===== config.mk =====
export PLATFORM = sky130hd
export DESIGN_NAME = timing_leak_monitor
export DESIGN_NICKNAME = d
export VERILOG_FILES = /design/src/rtl/timing_leak_monitor.sv
export SDC_FILE = /design/constraint.sdc
export NUM_CORES = 1
export LEC_CHECK = 0
export CAP_MARGIN = 20
export CORE_ASPECT_RATIO = 0.7
export CORE_MARGIN = 3
export CORE_UTILIZATION = 56
export DETAILED_ROUTE_END_ITERATION = 16
export PLACE_DENSITY = 0.9
export SLEW_MARGIN = 20
export SYNTH_ARGS = -nofsm -noshare
export SYNTH_HDL_FRONTEND = slang
export SYNTH_SLANG_ARGS = --single-unit

===== constraint.sdc =====
create_clock -name clk -period 4.7 [get_ports clk]
set_clock_uncertainty 0.15 [all_clocks]
set_input_delay 0.94 -clock clk [delete_from_list [all_inputs] [get_ports clk]]
set_output_delay 0.94 -clock clk [all_outputs]
set_load 0.01 [all_outputs]

===== src/rtl/timing_leak_monitor.sv =====
// ============================================================================
// Module   : timing_leak_monitor
// Purpose  : Measures the start-to-done latency of two multiplier copies and
//            flags a timing leak when they differ or time out.
//            Optional macro LEAK_STICKY_EN makes the leak flag sticky.
// Revision : 1.0 - initial release
// ============================================================================
`default_nettype none

module timing_leak_monitor #(
   parameter int CNT_WIDTH  = 8,
   parameter int MAX_CYCLES = 64
) (
   input  logic                 clk,
   input  logic                 rst,
   input  logic                 start,
   input  logic                 productDoneOne,
   input  logic                 productDoneTwo,
   output logic                 busy,
   output logic [CNT_WIDTH-1:0] latencyOne,
   output logic [CNT_WIDTH-1:0] latencyTwo,
   output logic [CNT_WIDTH-1:0] skew,
   output logic                 resultValid,
   output logic                 timeout,
   output logic                 leak,
   output logic [CNT_WIDTH-1:0] leakCount
);

   typedef enum logic [1:0] {
      S_IDLE    = 2'd0,
      S_MEASURE = 2'd1,
      S_REPORT  = 2'd2
   } state_t;

   localparam logic [CNT_WIDTH-1:0] c_max = CNT_WIDTH'(MAX_CYCLES);
   localparam logic [CNT_WIDTH-1:0] c_sat = '1;

   state_t               r_state;
   state_t               w_next;
   logic [CNT_WIDTH-1:0] r_cnt;
   logic [CNT_WIDTH-1:0] r_lat_one;
   logic [CNT_WIDTH-1:0] r_lat_two;
   logic                 r_cap_one;
   logic                 r_cap_two;

   logic [CNT_WIDTH-1:0] w_count;
   logic [CNT_WIDTH-1:0] w_fin_one;
   logic [CNT_WIDTH-1:0] w_fin_two;
   logic [CNT_WIDTH-1:0] w_skew;
   logic                 w_both;
   logic                 w_expire;
   logic                 w_done;
   logic                 w_leaking;

   // w_count is the number of the current MEASURE cycle (first cycle reads 1)
   assign w_count  = r_cnt + CNT_WIDTH'(1);
   assign w_both   = (r_cap_one | productDoneOne) & (r_cap_two | productDoneTwo);
   assign w_expire = (w_count == c_max) & ~w_both;
   assign w_done   = (r_state == S_MEASURE) & (w_both | w_expire);

   // Final latencies as they will be published; an uncaptured side reads c_max
   assign w_fin_one = r_cap_one ? r_lat_one : (productDoneOne ? w_count : c_max);
   assign w_fin_two = r_cap_two ? r_lat_two : (productDoneTwo ? w_count : c_max);
   assign w_skew    = (w_fin_one >= w_fin_two) ? (w_fin_one - w_fin_two)
                                               : (w_fin_two - w_fin_one);
   assign w_leaking = (w_fin_one != w_fin_two) | w_expire;

   assign busy        = (r_state != S_IDLE);
   assign resultValid = (r_state == S_REPORT);

   always_ff @(posedge clk) begin
      if (!rst) begin
         r_state <= S_IDLE;
      end else begin
         r_state <= w_next;
      end
   end

   always_comb begin
      w_next = r_state;
      case (r_state)
         S_IDLE:    if (start)  w_next = S_MEASURE;
         S_MEASURE: if (w_done) w_next = S_REPORT;
         S_REPORT:  w_next = S_IDLE;
         default:   w_next = S_IDLE;
      endcase
   end

   always_ff @(posedge clk) begin
      if (!rst) begin
         r_cnt      <= '0;
         r_lat_one  <= '0;
         r_lat_two  <= '0;
         r_cap_one  <= 1'b0;
         r_cap_two  <= 1'b0;
         latencyOne <= '0;
         latencyTwo <= '0;
         skew       <= '0;
         timeout    <= 1'b0;
         leak       <= 1'b0;
         leakCount  <= '0;
      end else begin
         if (r_state == S_IDLE) begin
            r_cnt     <= '0;
            r_cap_one <= 1'b0;
            r_cap_two <= 1'b0;
         end
         if (r_state == S_MEASURE) begin
            r_cnt <= w_count;
            if (productDoneOne && !r_cap_one) begin
               r_lat_one <= w_count;
               r_cap_one <= 1'b1;
            end
            if (productDoneTwo && !r_cap_two) begin
               r_lat_two <= w_count;
               r_cap_two <= 1'b1;
            end
         end
         // Results are published on entry to REPORT so they are valid with resultValid
         if (w_done) begin
            latencyOne <= w_fin_one;
            latencyTwo <= w_fin_two;
            skew       <= w_skew;
            timeout    <= w_expire;
`ifdef LEAK_STICKY_EN
            leak       <= leak | w_leaking;
`else
            leak       <= w_leaking;
`endif
            if (w_leaking && (leakCount != c_sat)) begin
               leakCount <= leakCount + CNT_WIDTH'(1);
            end
         end
      end
   end

endmodule

`default_nettype wire

==> results.txt, run 1 <==
----------------------------------------------------
[Run status]
  Run status ... finished, final reports clean

[Setup path]
  Cells along the critical path ... clkdlybuf4s50_1 > nor2b_1 > a22o_1 > ha_1 > a21oi_1 > a31oi_1 > nor2_1 > mux2i_1 > o22a_1 > o311a_1 > or3_1
  Reg-to-reg endpoint ... skew[7]$_SDFFE_PN0P_
  Largest incremental delay on the critical path ... between 0.6 and 0.7 ns
  Maximum net fanout on the critical path ... 8
  Register-to-register setup slack ... roughly 0.57 ns
  Slowest-stage cell, CP ... sky130_fd_sc_hd__clkdlybuf4s50_1
  Launch point of the worst path ... productDoneOne
  Required time of the critical path ... ~4.8 ns
  Data arrival time of the worst path ... between 4 and 5 ns
  Path type of the worst setup path ... in2reg
  Startpoint of the lowest-slack register-to-register path ... r_cnt[2]$_SDFFE_PN0P_
  Worst R2R Path Depth ... 13
  Critical path endpoint ... skew[7]$_SDFFE_PN0P_
  Crit. End Element ... register
  Critical path startpoint category ... primary input

[Pwr]
  Cell Pwr Density ... 305 mW/mm²
  Peak ir drop on the vdd network ... 0.000202 V
  Leakage power summed over all cells ... roughly 1.6 nW

[Floorplan]
  Vertical die dimension ... 71.5 µm
  Number of rows in the core area ... 23
  Boundary Pins ... 41
  Area of the die ... 0.00712 mm²
  Floorplan core area ... 0.00581 mm²
  Initial core utilization ... between 50% and 60%
  Die width ... 99.6 µm

[Global routing]
  Antenna violations before repair ... 0
  Global route total overflow ... 0
  Largest net degree at the start of global routing ... 55
  Via count of the first global-routing pass ... about 3000
  Wire length of the first global-routing pass ... around 14 mm
  Total track usage ... 25.5%

[Routing]
  Routed wire length ... 8.54 mm
  Via Count ... between 3000 and 4000
  Antenna viol nets, final ... 0
  Vias per Instance ... about 6
  DRC violations left ... 0
  Routed wirelength normalized by instance count ... around 16 µm
  Drt initial violations ... 261
  Detailed Routing Iterations Pass 1 ... 5

[Min path]
  Beginning of the worst hold path ... latencyTwo[6]$_SDFFE_PN0P_
  Worst hold path class ... reg2reg

[Cells and area]
  Antenna diode instance count ... 0
  Filler cells ... around 490
  Flip-flop and latch area ... between 0.001 and 0.0015 mm²
  Multi-input gate area ... 0.00198 mm²
  Post-route standard cell area excluding fillers ... roughly 0.004 mm²
  Layout area overhead ... 19.1%
  Final Net Count ... about 470
  Ratio of cells with drive above 1 in the final layout ... around 8.6%

[STA]
  Headroom to the max-slew limit ... between 40% and 50%
  Worst Max-Slew Pin Slew ... 0.813 ns
  Final slew viol count ... 0
  Shortest clock period the worst path allows after layout ... around 4.4 ns
  Share of the clock period used by the worst path ... 92.7%
  Fin. Hold Viols ... 0
  Setup repair after global routing missed its margin ... no
  Fin Setup TNS ... 0 ns
  Max Freq ... roughly 230 MHz
  Number of failing setup endpoints in the final timing report ... 0

[Clocking]
  Cells resized by post-CTS repair ... 0
  Num CTS Buffers ... 9
  TritonCTS clock tree ... done
  Clock-pin slew of the registers on the worst-case setup and hold paths ... roughly 0.070 ns
  TritonCTS sink count ... between 60 and 70
  Clock root buffer master ... sky130_fd_sc_hd__clkbuf_8
  Hold buffers post-CTS ... 0
  Count of H-tree levels built during CTS ... 3
  Setup Buffers After CTS ... 0
  Maximum buffer depth of the clock tree ... 2
  Clock network latency to the later pin of the worst-skew pair ... between 0.3 and 0.4 ns

[Placed design]
  HPWL reported at the end of detailed placement ... about 6.2 mm
  Port-buffer cells ... 40
  Area post-placement ... slightly below 0.004 mm²
  Placer Congestion ... between 0.9 and 1

[Yosys]
  Unique cell type count in the Yosys netlist ... 52
  Commonest cells in the synthesized netlist ... 62 x sky130_fd_sc_hd__dfxtp_1, 61 x sky130_fd_sc_hd__nor2_1, 33 x sky130_fd_sc_hd__nand2_1
  Most instantiated library cell after synthesis ... sky130_fd_sc_hd__dfxtp_1
  Register bit total from synthesis ... 62
  Dominant register cell in the synthesized netlist ... sky130_fd_sc_hd__dfxtp_1
  Synth area leaders ... sky130_fd_sc_hd__dfxtp_1 36%, sky130_fd_sc_hd__nor2_1 6.7%, sky130_fd_sc_hd__a211oi_1 6.3%
  Average instance area after synthesis ... 8.23 µm²
  Top cell type by total area after synthesis ... sky130_fd_sc_hd__dfxtp_1
  Share of the yosys chip area belonging to registers ... about 36%
  Yosys warning total ... 0
  Mapped Cells ... around 420
  Share of Yosys cell area claimed by the top area cell type ... between 30% and 40%
  Number of synthesized flops with an enable pin ... 0
  Share of synthesized registers carrying an async set or reset ... 0%
  Combined area of all synthesized cells ... between 0.003 and 0.004 mm²
  Post-Synthesis Net Count ... 440

[Flow run]
  Max-capacitance violation count ... 0

----------------------------------------------------
-- metal layers --
metal | part of all wire [%] | GRT usage, % | vias to the layer above
li1 | - | - | 1533
met1 | 45 | 35.5 | 1477
met2 | 43 | 39.1 | 143
met3 | 11 | 6.71 | 16
met4 | 1.6 | 7.58 | 0
met5 | 0 | 0 | -
-- sequential cells by signal, summed over array words and instances, names as in the netlist --
name	count
r_lat_one	8
r_cap_two	1
r_lat_two	8
latencyOne	8
r_cnt	8
r_state	2
leak	1
leakCount	8
skew	8
r_cap_one	1
latencyTwo	8
timeout	1
-- power by group --
part           total (mW)  internal (mW)  switching (mW)  leakage [nW]
sequential          0.562          0.545          0.0172         0.503
combinational       0.208         0.0890           0.119         0.948
clock               0.478          0.271           0.207         0.106
total                1.25          0.905           0.343          1.56
-- final cells by class --
cell class / count / area share [%]
multi-input combinational: 304 / 48.4
inverter: 22 / 2.02
sequential: 62 / 30.4
timing repair buffer: 52 / 12.0
clock inverter: 4 / 1.10
tap: 75 / 2.29
clock buffer: 12 / 3.79
-- per-stage QoR --
step	cells	total power [mW]	util [%]	hold WS [ns]	setup WS, ns
2_1_floorplan	417	0.704	-	0.311	0.816
3_3_place_gp	515	0.772	66.9	0.296	0.234
3_5_place_dp	515	0.775	66.9	0.305	0.136
4_1_cts	531	1.25	70.3	0.315	0.453
5_1_grt	531	1.30	70.3	0.342	0.108
6_report	531	1.25	70.3	0.311	0.344
-- how the worst min path moves through the flow --
stage	end	slack, ns	cells past startpoint
floorplan	r_lat_one[1]$_SDFFE_PN0P_	0.31	2
global placement	skew[1]$_SDFFE_PN0P_	0.30	2
CTS	latencyTwo[6]$_SDFFE_PN0P_	0.32	2
finish	latencyTwo[6]$_SDFFE_PN0P_	0.31	2
detailed placement	latencyTwo[6]$_SDFFE_PN0P_	0.30	2
global route	latencyTwo[6]$_SDFFE_PN0P_	0.34	2
-- cell usage in the layout, fill, tap and decap left out, drive strengths merged, types with 14 or more instances in the layout --
master	count
nand2	33
inv	22
xnor2	14
dfxtp	62
ha	16
clkdlybuf4s50	40
nor2	61
a211oi	29
a21oi	22
-- worst max-delay path, delay by kind of cell --
kind                       cells  cell delay (ns)
buffers and inverters          1             0.63
adders and majority gates      1             0.32
muxes                          1             0.18
AOI/OAI and AO/OA              5             1.28
and+or+nand+nor                3             1.08
-- cell families after synthesis --
family	after synthesis	share of synthesized area (%)
fa+ha+maj	18	7.00
compound gates	102	21.4
simple gates	154	20.9
buf+inv	51	6.16
flops	62	36.2
mux	11	3.28
xor+xnor	19	5.07
No activity file was read; power rests on OpenSTA's default activity.
==> run 2, diff against run 1 <==
--- a/config.mk
+++ b/config.mk
@@ -5,7 +5,6 @@
 export SDC_FILE = /design/constraint.sdc
 export NUM_CORES = 1
 export LEC_CHECK = 0
-export CAP_MARGIN = 20
 export CORE_ASPECT_RATIO = 0.7
 export CORE_MARGIN = 3
 export CORE_UTILIZATION = 56
==> results of run 2 <==
Final layout, timing and power as in run 1 (identical DEF).
